<file path="config.mk">
export PLATFORM = sky130hd
export DESIGN_NAME = tnoc_packet_arbiter
export DESIGN_NICKNAME = d
export VERILOG_FILES = /design/src/rtl/tnoc_packet_arbiter.sv
export SDC_FILE = /design/constraint.sdc
export NUM_CORES = 1
export LEC_CHECK = 0
export BUFFER_PORTS_ARGS = -buffer_cell sky130_fd_sc_hd__buf_4
export CAP_MARGIN = 20
export CORE_ASPECT_RATIO = 1.25
export CORE_MARGIN = 2
export CORE_UTILIZATION = 53
export DETAILED_ROUTE_END_ITERATION = 8
export PLACE_DENSITY_LB_ADDON = 0.3
export SETUP_SLACK_MARGIN = 0.15
export SYNTH_ARGS = -nofsm -noshare
export SYNTH_HDL_FRONTEND = slang
export SYNTH_SLANG_ARGS = --single-unit
</file>
<file path="constraint.sdc">
create_clock -name clk -period 4.5 [get_ports clk]
set_input_delay 0.675 -clock clk [delete_from_list [all_inputs] [get_ports clk]]
set_output_delay 0.675 -clock clk [all_outputs]
set_load 0.05 [all_outputs]
</file>
<file path="src/rtl/tnoc_packet_arbiter.sv">
// -----------------------------------------------------------------------------
// tnoc_packet_arbiter
//
// Packet-level round-robin arbiter that shares one flit output port among
// ENTRIES requesters. A requester wins on a head flit and keeps the grant
// until its tail flit is accepted, so wormhole packets never interleave.
//
// Optional watchdog: define TNOC_PACKET_ARBITER_WATCHDOG_EN to add the
// stall_error port and a 16-bit stall counter with threshold STALL_LIMIT.
//
// Ports:
//   clk          clock
//   rst_n        asynchronous active-low reset
//   flit_valid   per-requester flit valid
//   flit_head    per-requester head-flit marker (qualified by flit_valid)
//   flit_tail    per-requester tail-flit marker (qualified by flit_valid)
//   flit_ready   output port ready
//   grant        registered one-hot grant, zero when idle
//   grant_index  registered binary index of the grant, zero when idle
//   locked       a packet currently owns the output
//   flit_accept  a flit transfers this cycle
//   stall_error  sticky watchdog flag (watchdog build only)
// -----------------------------------------------------------------------------
module tnoc_packet_arbiter #(
  parameter int unsigned ENTRIES     = 5,
  parameter int unsigned STALL_LIMIT = 1024
) (
  input  logic                       clk,
  input  logic                       rst_n,
  input  logic [ENTRIES-1:0]         flit_valid,
  input  logic [ENTRIES-1:0]         flit_head,
  input  logic [ENTRIES-1:0]         flit_tail,
  input  logic                       flit_ready,
  output logic [ENTRIES-1:0]         grant,
  output logic [$clog2(ENTRIES)-1:0] grant_index,
  output logic                       locked,
  output logic                       flit_accept
`ifdef TNOC_PACKET_ARBITER_WATCHDOG_EN
  ,
  output logic                       stall_error
`endif
);

  localparam int unsigned IdxW = $clog2(ENTRIES);
  // One extra bit so pointer + offset never wraps before the modulo fix-up.
  localparam int unsigned SumW = IdxW + 1;

  typedef enum logic [0:0] {StIdle, StLocked} state_e;

  state_e             state_q, state_d;
  logic [ENTRIES-1:0] grant_q, grant_d;
  logic [IdxW-1:0]    index_q, index_d;
  logic [IdxW-1:0]    ptr_q, ptr_d;

  logic [ENTRIES-1:0] eligible;
  logic               release_now;
  logic               win_found;
  logic [IdxW-1:0]    win_idx;
  logic [IdxW-1:0]    win_next;
  logic [SumW-1:0]    cand;

  assign grant       = grant_q;
  assign grant_index = index_q;
  assign locked      = (state_q == StLocked);
  assign flit_accept = (|(grant_q & flit_valid)) & flit_ready;

  // Tail of the owning packet leaves the port this cycle.
  assign release_now = locked & flit_accept & flit_tail[index_q];

  // The releasing requester sits out the re-arbitration in its release cycle.
  always_comb begin
    eligible = flit_valid & flit_head;
    if (release_now) begin
      eligible = eligible & ~grant_q;
    end
  end

  // Round-robin scan starting at the pointer, wrapping modulo ENTRIES.
  always_comb begin
    win_found = 1'b0;
    win_idx   = '0;
    cand      = '0;
    for (int unsigned k = 0; k < ENTRIES; k++) begin
      cand = {1'b0, ptr_q} + SumW'(k);
      if (cand >= SumW'(ENTRIES)) begin
        cand = cand - SumW'(ENTRIES);
      end
      if (!win_found && eligible[cand[IdxW-1:0]]) begin
        win_found = 1'b1;
        win_idx   = cand[IdxW-1:0];
      end
    end
  end

  assign win_next = (win_idx == IdxW'(ENTRIES - 1)) ? '0 : win_idx + IdxW'(1);

  always_comb begin
    state_d = state_q;
    grant_d = grant_q;
    index_d = index_q;
    ptr_d   = ptr_q;
    unique case (state_q)
      StIdle: begin
        if (win_found) begin
          state_d = StLocked;
          grant_d = {{(ENTRIES-1){1'b0}}, 1'b1} << win_idx;
          index_d = win_idx;
          ptr_d   = win_next;
        end
      end
      StLocked: begin
        if (release_now) begin
          if (win_found) begin
            // Back-to-back hand-over, no idle bubble.
            grant_d = {{(ENTRIES-1){1'b0}}, 1'b1} << win_idx;
            index_d = win_idx;
            ptr_d   = win_next;
          end else begin
            state_d = StIdle;
            grant_d = '0;
            index_d = '0;
          end
        end
      end
      default: begin
        state_d = StIdle;
        grant_d = '0;
        index_d = '0;
      end
    endcase
  end

  always_ff @(posedge clk or negedge rst_n) begin
    if (!rst_n) begin
      state_q <= StIdle;
      grant_q <= '0;
      index_q <= '0;
      ptr_q   <= '0;
    end else begin
      state_q <= state_d;
      grant_q <= grant_d;
      index_q <= index_d;
      ptr_q   <= ptr_d;
    end
  end

`ifdef TNOC_PACKET_ARBITER_WATCHDOG_EN
  localparam logic [15:0] StallLimit = 16'(STALL_LIMIT);

  logic [15:0] stall_cnt_q, stall_cnt_d;
  logic        stall_err_q, stall_err_d;

  // Release always coincides with an accept, so it is covered by the clear.
  always_comb begin
    stall_cnt_d = stall_cnt_q;
    if (!locked || flit_accept) begin
      stall_cnt_d = '0;
    end else if (stall_cnt_q != StallLimit) begin
      stall_cnt_d = stall_cnt_q + 16'd1;
    end
    stall_err_d = stall_err_q | (stall_cnt_q == StallLimit);
  end

  always_ff @(posedge clk or negedge rst_n) begin
    if (!rst_n) begin
      stall_cnt_q <= '0;
      stall_err_q <= 1'b0;
    end else begin
      stall_cnt_q <= stall_cnt_d;
      stall_err_q <= stall_err_d;
    end
  end

  assign stall_error = stall_err_q;
`endif

endmodule

</file>
==> results.py, run 1 <==
metrics = {
    "detailed_routing": {
        "drtPass1Iterations": 5,
        "antenna_left": 0,
        "routed-via-count": 2158,
        "drt-vias-per-instance": 6.68,
        "drc_errors": 0,
        "routedWlPerCell_um": 20.6,
        "drt-initial-drc-count": 172,
        "wl_um": 6650,
    },
    "global_route": {
        "grt_use_total_pct": 33.5,
        "grt_max_degree": 15,
        "grt_use_met1_pct": 39.6,
        "gr-max-usage-layer": "met2",
        "use_met3_pct": 4.51,
        "grt_pass1_vias": 2123,
        "grt_use_met2_pct": 59.1,
        "grt_pass1_wl_um": 10600,
        "overflow": 0,
        "antenna_found_initial": 0,
    },
    "timing": {
        "slew_headroom_pct": 61.7,
        "min_period_ns": 4.14,
        "setup_viol": 0,
        "finClkSkew_ns": 0.00691,
        "maxSlewViolCount": 0,
        "fin_crit_sh_pct": 91.9,
        "setup_tns_ns": 0,
        "tightest_slew_ns": 0.573,
        "hold_violations": 0,
        "rsz0062_at_grt": "no",
        "max_freq_mhz": 242,
    },
    "synth": {
        "synth.distinct_cells": 74,
        "netlist_instances": 241,
        "syn_area_um2": 1950,
        "synth-main-ff-cell": "dfrtp_1",
        "synth_edf_count": 0,
        "ys_ff_latch": 12,
        "synth_area_per_cell_um2": 8.10,
        "yosysSeqAreaShare_pct": 15.4,
        "yosysTopAreaCellShare_pct": 15.4,
        "synthArstFlopShare_pct": 100,
        "synth_area_leaders": "dfrtp_1, ha_1, mux2i_1",
        "synth_fp_nets": 273,
        "yosysTopAreaCell": "dfrtp_1",
        "ys_warn_count": 0,
    },
    "worst_setup_path": {
        "r2r-end": "ptr_q[1]$_DFFE_PN0P_",
        "cp_cell_sequence": "inv_2 -> ha_2 -> a211o_1 -> a21oi_4 -> mux4_2 -> nand2_1 -> nand3_2 -> or4_4 -> buf_4 -> o41ai_1 -> a21oi_1 -> or2_1 -> ha_1 -> mux2_1",
        "reg2reg_slack_ns": 0.36,
        "worstSetupEndpointType": "flip-flop",
        "critPathSlowestCell": "or4_4",
        "worstPathRequired_ns": 4.61,
        "path_max_fanout": 7,
        "cp_num_buf_inv": 2,
        "worstPathArrival_ns": 4.25,
        "cp_slowest_stage_delay_ns": 0.58,
        "r2r-start": "ptr_q[1]$_DFFE_PN0P_",
        "critical_path_class": "flip-flop to flip-flop",
        "cp-start-kind": "flip-flop",
        "path_delay_family": "simple AND/OR/NAND/NOR gates",
        "reg2reg_depth": 14,
    },
    "layout": {
        "seqCellArea_um2": 304,
        "layout_commonest_cell": "buf_4",
        "syn2layout_area_growth_pct": 24.3,
        "fin_nets": 318,
        "drive_gt1_share_pct": 31.7,
        "final_cell_mix": "buf_4, nand2_1, nor2_1, inv_1",
        "multi_input_comb_area_um2": 1600,
        "num_antenna_cells": 0,
        "nFillCells": 301,
    },
    "placed_design": {
        "numPortBuffers": 27,
        "dp_hpwl_um": 5370,
        "gp_congestion": 1.01,
    },
    "cts": {
        "cts_hold_buffers": 0,
        "cts.root.buffer_cell": "clkbuf_8",
        "numClockSinks": 12,
        "htreeDepth": 1,
        "clkSlewWorstSetupHoldPaths_ns": 0.05,
        "cts_buffers": 3,
        "cts_buffer_depth": 2,
        "clock_latency_ns": 0.24,
        "cts_tree": "yes",
    },
    "hold_path": {
        "hold_class": "input pin to asynchronous set/reset pin",
    },
    "status": {
        "status": "finished clean",
    },
    "die": {
        "die_area_um2": 4190,
        "die_h_um": 71.9,
        "pin_count": 28,
        "core_area_um2": 3510,
        "die_w_um": 58.3,
        "start_util_pct": 55.6,
        "row_count": 24,
    },
    "run": {
        "cap_violations": 0,
    },
}
## through the flow
stage                     worst slack, ns  hold WS (ns)  cell area [um2]  std cells  utilization [%]
after floorplan                     0.230         0.379             1960        241                -
after global placement              0.190         0.519             2300        316             65.5
after detailed placement            0.165         0.519             2300        316             65.5
after CTS                           0.202         0.267             2350        319             67.0
after global routing                0.189         0.270             2430        323             69.1
final                               0.363         0.267             2430        323             69.1
## synthesized netlist by cell type (all sizes together), types with 6 or more instances
cell and count:
o21ai 18, nor2 16, inv 15, nand2 15, ha 13, a21oi 12, dfrtp 12, nand3 12
mux2i 8, o211ai 8, a211oi 7, nor3 6
## worst max-delay path by stage
| stage | end | start | cells after the start | slack, ns |
|---|---|---|---|---|
| CTS | ptr_q[2]$_DFFE_PN0P_ | ptr_q[0]$_DFFE_PN0P_ | 13 | 0.20 |
| global placement | ptr_q[1]$_DFFE_PN0P_ | ptr_q[1]$_DFFE_PN0P_ | 13 | 0.19 |
| detailed placement | ptr_q[2]$_DFFE_PN0P_ | ptr_q[1]$_DFFE_PN0P_ | 14 | 0.17 |
| floorplan | ptr_q[2]$_DFFE_PN0P_ | ptr_q[0]$_DFFE_PN0P_ | 17 | 0.23 |
| global route | ptr_q[1]$_DFFE_PN0P_ | ptr_q[1]$_DFFE_PN0P_ | 14 | 0.19 |
| finish | ptr_q[1]$_DFFE_PN0P_ | ptr_q[1]$_DFFE_PN0P_ | 14 | 0.36 |
## per-layer routing
layer	vias to the layer above	share of wire, %
met1	1016	39
met5	-	0
li1	1025	-
met2	97	52
met3	20	7.0
met4	0	2.6
## flip-flops by register name, indices dropped and copies added, names as in the netlist
register,flops
grant,5
ptr_q,3
locked,1
grant_index,3
## cell families (layout without fill, tap and decap cells)
logic type,count (synthesis),after routing,share of synthesized area [%]
mux,13,13,8.20
fa+ha+maj,14,14,9.35
simple gates,80,80,21.7
flops,12,12,15.4
buf+inv,26,69,5.76
compound gates,93,93,37.9
xor+xnor,3,3,1.73
## cell type report
class | count | share of cell area (%)
multi-input combinational | 203 | 65.8
timing repair buffer | 50 | 15.5
sequential | 12 | 12.5
inverter | 16 | 2.47
tap | 39 | 2.01
clock buffer | 3 | 1.70
## what timing repair did
item | CTS | global route
gates cloned | 0 | 0
resized for setup | 3 | 20
setup endpoints to repair | 1 | 8
endpoints found under the hold margin | 0 | 0
setup buffers | 0 | 4
pin swaps | 0 | 2
Power of run 1 is not shown: default switching activity piles up to over one toggle a cycle in this logic, so the estimate is an artifact.
==> inputs of run 2 (changes only) <==
--- a/config.mk
+++ b/config.mk
@@ -6,13 +6,14 @@
 export NUM_CORES = 1
 export LEC_CHECK = 0
 export BUFFER_PORTS_ARGS = -buffer_cell sky130_fd_sc_hd__buf_4
-export CAP_MARGIN = 20
+export CAP_MARGIN = 30
 export CORE_ASPECT_RATIO = 1.25
 export CORE_MARGIN = 2
 export CORE_UTILIZATION = 53
+export CTS_BUF_LIST = sky130_fd_sc_hd__clkbuf_16
 export DETAILED_ROUTE_END_ITERATION = 8
 export PLACE_DENSITY_LB_ADDON = 0.3
-export SETUP_SLACK_MARGIN = 0.15
+export SETUP_SLACK_MARGIN = 0.1
 export SYNTH_ARGS = -nofsm -noshare
 export SYNTH_HDL_FRONTEND = slang
 export SYNTH_SLANG_ARGS = --single-unit
==> run 2 against run 1 <==
  * Utilization rose by 0.64 points
  * Worst setup slack got worse by 0.12 ns
  * Cell area rose by 0.93%
  * Non-clock buffer count fell by 2
  * Critical endpoint unchanged
==> results.py, run 2 (synthesis gave the netlist of run 1 again) <==
metrics = {
    "worst_setup_path": {
        "critPathSlowestCell": "or4_4",
        "cp-startpoint": "ptr_q[1]$_DFFE_PN0P_",
        "cp_cell_sequence": "inv_2 -> ha_1 -> buf_4 -> a221oi_4 -> mux2i_4 -> mux4_2 -> nand2_1 -> nand3_2 -> or4_4 -> or4_4 -> mux2i_4 -> buf_4 -> ha_1 -> mux2_1",
        "crit_path_end": "ptr_q[1]$_DFFE_PN0P_",
        "worstSetupEndpointType": "flip-flop",
        "reg2reg_depth": 14,
        "path_delay_family": "simple AND/OR/NAND/NOR gates",
        "r2r-start": "ptr_q[1]$_DFFE_PN0P_",
        "reg2reg_slack_ns": 0.24,
        "cp_slowest_stage_delay_ns": 0.62,
        "cp-start-kind": "flip-flop",
        "path_max_fanout": 7,
        "critical_path_class": "flip-flop to flip-flop",
        "cp.depth": 14,
        "worstPathRequired_ns": 4.62,
        "cp_num_buf_inv": 3,
        "worstPathArrival_ns": 4.38,
        "r2r-end": "ptr_q[1]$_DFFE_PN0P_",
    },
    "global_route": {
        "grt_pass1_vias": 2175,
        "overflow": 0,
        "grt_use_met2_pct": 54.3,
        "grt_use_met1_pct": 39.8,
        "grt_pass1_wl_um": 10400,
        "grt_max_degree": 21,
        "grt_use_total_pct": 32.3,
        "gr-max-usage-layer": "met2",
        "antenna_found_initial": 0,
        "use_met3_pct": 4.15,
    },
    "timing": {
        "slew_headroom_pct": 56.7,
        "max_freq_mhz": 235,
        "finClkSkew_ns": 0.00156,
        "maxSlewViolCount": 0,
        "rsz0062_at_grt": "no",
        "setup_tns_ns": 0,
        "fin_crit_sh_pct": 94.7,
        "tightest_slew_ns": 0.647,
        "min_period_ns": 4.26,
        "hold_violations": 0,
        "finalWorstSetupSlack_ns": 0.239,
        "setup_viol": 0,
    },
    "placed_design": {
        "dp_hpwl_um": 5070,
        "numPortBuffers": 27,
        "gp_congestion": 1.03,
        "place_ws_ns": 0.161,
    },
    "layout": {
        "largest_register_ffs": 5,
        "final_cell_mix": "buf_4, nor2_1, nand2_1, inv_1, dfrtp_1",
        "num_antenna_cells": 0,
        "drive_gt1_share_pct": 29.7,
        "syn2layout_area_growth_pct": 25.5,
        "nFillCells": 291,
        "layout_commonest_cell": "buf_4",
        "finish.utilization_pct": 69.8,
        "fin_nets": 316,
    },
    "detailed_routing": {
        "routedWlPerCell_um": 20.2,
        "routed-via-count": 2259,
        "wl_um": 6500,
        "antenna_left": 0,
        "drc_errors": 0,
        "drtPass1Iterations": 5,
        "drt-initial-drc-count": 172,
        "drt-vias-per-instance": 7.02,
    },
    "hold_path": {
        "hold_class": "input pin to asynchronous set/reset pin",
    },
    "die": {
        "die_area_um2": 4190,
        "row_count": 24,
        "die_w_um": 58.3,
        "die_h_um": 71.9,
        "start_util_pct": 55.6,
        "core_area_um2": 3510,
        "pin_count": 28,
    },
    "cts": {
        "clock_latency_ns": 0.24,
        "cts_hold_buffers": 0,
        "cts_buffers": 3,
        "cts_tree": "yes",
        "cts.root.buffer_cell": "clkbuf_16",
        "clkSlewWorstSetupHoldPaths_ns": 0.04,
        "numClockSinks": 12,
        "cts_buffer_depth": 2,
        "htreeDepth": 1,
    },
    "run": {
        "cap_violations": 0,
    },
    "status": {
        "status": "finished clean",
    },
}
run 2: cell count changes in the layout (fill, tap and decap cells not counted), moves of 3 or more:
cell	change
clkbuf_16	+3
dfrtp_1	+3
dfrtp_2	-3
clkbuf_8	-3
run 2: cell type report:
cell class              count  area [um2]  area share (%)
clock buffers               3        75.1            3.06
multi-input cells         203        1600            65.4
flip-flops and latches     12         300            12.3
inverters                  16        60.1            2.45
repair buffers             48         360            14.7
well taps                  39        48.8            1.99
clock inverters             1        3.75           0.153
run 2: per-layer routing:
| metal | wire length [um] | vias to the layer above |
|---|---|---|
| li1 | - | 1022 |
| met1 | 2500 | 1084 |
| met2 | 3240 | 121 |
| met3 | 426 | 32 |
| met4 | 324 | 0 |
| met5 | 0 | - |
run 2: per-stage QoR:
step | area, um2 | cells | hold WS (ns)
after floorplan | 1950 | 241 | 0.379
after global placement | 2290 | 315 | 0.520
after detailed placement | 2290 | 315 | 0.521
after CTS | 2370 | 319 | 0.272
after global routing | 2450 | 322 | 0.280
final | 2450 | 322 | 0.267
run 2: what timing repair did:
item | 4_1_cts | 5_1_grt
setup endpoints to repair | 0 | 10
resized for setup | 0 | 17
setup buffers | 0 | 3
endpoints found under the hold margin | 0 | 0
run 2: worst min-delay path by stage:
stage | end | slack [ns] | startpoint
global placement | grant_index[0]$_DFFE_PN0P_ | 0.52 | rst_n
global route | grant_index[0]$_DFFE_PN0P_ | 0.28 | rst_n
detailed placement | grant_index[0]$_DFFE_PN0P_ | 0.52 | rst_n
finish | grant_index[2]$_DFFE_PN0P_ | 0.27 | rst_n
CTS | grant_index[0]$_DFFE_PN0P_ | 0.27 | rst_n
floorplan | grant[0]$_DFFE_PN0P_ | 0.38 | rst_n
Power of run 2 is left out for the same reason.
==> inputs of run 3 (changes only) <==
--- a/config.mk
+++ b/config.mk
@@ -10,7 +10,7 @@
 export CORE_ASPECT_RATIO = 1.25
 export CORE_MARGIN = 2
 export CORE_UTILIZATION = 53
-export CTS_BUF_LIST = sky130_fd_sc_hd__clkbuf_16
+export CTS_BUF_LIST = sky130_fd_sc_hd__clkbuf_4 sky130_fd_sc_hd__clkbuf_8 sky130_fd_sc_hd__clkbuf_16
 export DETAILED_ROUTE_END_ITERATION = 8
 export PLACE_DENSITY_LB_ADDON = 0.3
 export SETUP_SLACK_MARGIN = 0.1
==> run 3 against run 2 <==
  * Die area is the same
  * Wire length shrank 2.2%
  * Worst hold slack lost 0.0015 ns
  * Flip-flop and latch count is the same
  * Final cell count is the same
  * Utilization shrank 0.32 points
  * Sequential share of layout area grew 0.057 points
  * Maximum frequency grew 0.15%
  * Via count shrank 1.6%
  * Highest routed layer unchanged
==> results.py, run 3 (synthesis gave the netlist of run 1 again) <==
metrics = {
    "timing": {
        "hold_violations": 0,
        "min_period_ns": 4.25,
        "tightest_slew_ns": 0.640,
        "maxSlewViolCount": 0,
        "finalWorstSetupSlack_ns": 0.245,
        "slew_headroom_pct": 57.2,
        "setup_tns_ns": 0,
        "max_freq_mhz": 235,
        "fin_crit_sh_pct": 94.6,
        "setup_viol": 0,
        "finClkSkew_ns": 0.00183,
        "rsz0062_at_grt": "no",
    },
    "worst_setup_path": {
        "cp_slowest_stage_delay_ns": 0.60,
        "cp_cell_sequence": "inv_2 -> ha_1 -> buf_4 -> a221oi_4 -> mux2i_4 -> mux4_2 -> nand2_1 -> nand3_2 -> or4_4 -> or4_4 -> mux2i_4 -> buf_4 -> ha_1 -> mux2_1",
        "reg2reg_depth": 14,
        "worstSetupEndpointType": "flip-flop",
        "cp-start-kind": "flip-flop",
        "critPathSlowestCell": "or4_4",
        "path_delay_family": "simple AND/OR/NAND/NOR gates",
        "path_max_fanout": 7,
        "worstPathRequired_ns": 4.62,
        "worstPathArrival_ns": 4.38,
        "critical_path_class": "flip-flop to flip-flop",
        "cp_num_buf_inv": 3,
        "cp.depth": 14,
    },
    "placed_design": {
        "placed_cell_area_um2": 2290,
        "gp_congestion": 1.03,
        "place_ws_ns": 0.161,
        "numPortBuffers": 27,
        "dp_hpwl_um": 5070,
    },
    "detailed_routing": {
        "routed-via-count": 2222,
        "drc_errors": 0,
        "drt-initial-drc-count": 200,
        "wl_um": 6360,
        "drtPass1Iterations": 4,
        "drt-vias-per-instance": 6.90,
        "routedWlPerCell_um": 19.7,
        "antenna_left": 0,
    },
    "cts": {
        "clkSlewWorstSetupHoldPaths_ns": 0.05,
        "cts_buffers": 3,
        "clock_latency_ns": 0.24,
        "cts.root.buffer_cell": "clkbuf_8",
        "numClockSinks": 12,
        "htreeDepth": 1,
        "cts_tree": "yes",
        "cts_buffer_depth": 2,
    },
    "layout": {
        "fin_nets": 316,
        "largest_register_ffs": 5,
        "final_cell_mix": "buf_4, nor2_1, nand2_1, inv_1, dfrtp_1",
        "drive_gt1_share_pct": 30.7,
        "num_antenna_cells": 0,
        "nFillCells": 298,
        "fin_area_um2": 2440,
        "layout_commonest_cell": "buf_4",
        "syn2layout_area_growth_pct": 24.9,
    },
    "die": {
        "die_area_um2": 4190,
        "die_w_um": 58.3,
        "start_util_pct": 55.6,
        "die_h_um": 71.9,
        "pin_count": 28,
        "row_count": 24,
        "core_area_um2": 3510,
    },
    "global_route": {
        "grt_pass1_vias": 2173,
        "grt_max_degree": 21,
        "grt_pass1_wl_um": 10300,
        "overflow": 0,
        "grt_use_total_pct": 32.1,
        "antenna_found_initial": 0,
    },
    "status": {
        "status": "finished clean",
    },
    "hold_path": {
        "hold_class": "input pin to asynchronous set/reset pin",
    },
    "run": {
        "cap_violations": 0,
    },
}
## run 3: cell types whose count changed in the layout (fill, tap and decap cells not counted), sizes merged
cell and delta:
clkbuf +1, clkinv -1
## run 3: cell type report
type	count	area, um2	share of cell area, %
Clock buffer	4	55.1	2.26
Timing Repair Buffer	48	360	14.8
Multi-Input combinational cell	203	1620	66.2
Tap cell	39	48.8	2.00
Sequential cell	12	300	12.3
Inverter	16	60.1	2.46
## run 3: repair_timing
action | CTS | global route
setup buffers | 0 | 3
gates resized for setup | 0 | 21
hold buffers | 0 | 0
endpoints found under the setup margin | 0 | 10
## run 3: path summary, 6_finish.rpt
path,endpoint,start,slack [ns]
min in group clk,grant_index[0]$_DFFE_PN0P_,grant_index[0]$_DFFE_PN0P_,0.58
worst max-delay path,ptr_q[1]$_DFFE_PN0P_,ptr_q[1]$_DFFE_PN0P_,0.25
worst max register to register,ptr_q[1]$_DFFE_PN0P_,ptr_q[1]$_DFFE_PN0P_,0.25
max in group asynchronous,ptr_q[2]$_DFFE_PN0P_,rst_n,4.08
worst min register to register,grant_index[0]$_DFFE_PN0P_,grant_index[0]$_DFFE_PN0P_,0.58
worst min-delay path,grant_index[0]$_DFFE_PN0P_,rst_n,0.27
## run 3: stage by stage
stage	util, %	hold slack, ns	instances
final	69.4	0.265	322
after global routing	69.4	0.274	322
after CTS	66.7	0.267	319
after detailed placement	65.1	0.521	315
after global placement	65.1	0.520	315
after floorplan	-	0.379	241
## run 3: layer usage
layer  vias to the layer above  share of wire, %  wire length [um]  track usage [%]
li1                       1022                 -                 -                -
met1                      1043                38              2450             41.1
met2                       127                50              3170             53.6
met3                        30               6.9               441             2.71
met4                         0               4.7               297             15.2
met5                         -                 0                 0                0
## run 3: worst register-to-register path: stages (launching register included)
cell,delay [ns]
dfrtp_1,0.35
inv_2,0.09
ha_1,0.22
buf_4,0.17
a221oi_4,0.33
mux2i_4,0.35
mux4_2,0.34
nand2_1,0.12
nand3_2,0.13
or4_4,0.60
or4_4,0.47
mux2i_4,0.22
buf_4,0.15
ha_1,0.30
mux2_1,0.28
Power of run 3 is left out for the same reason.
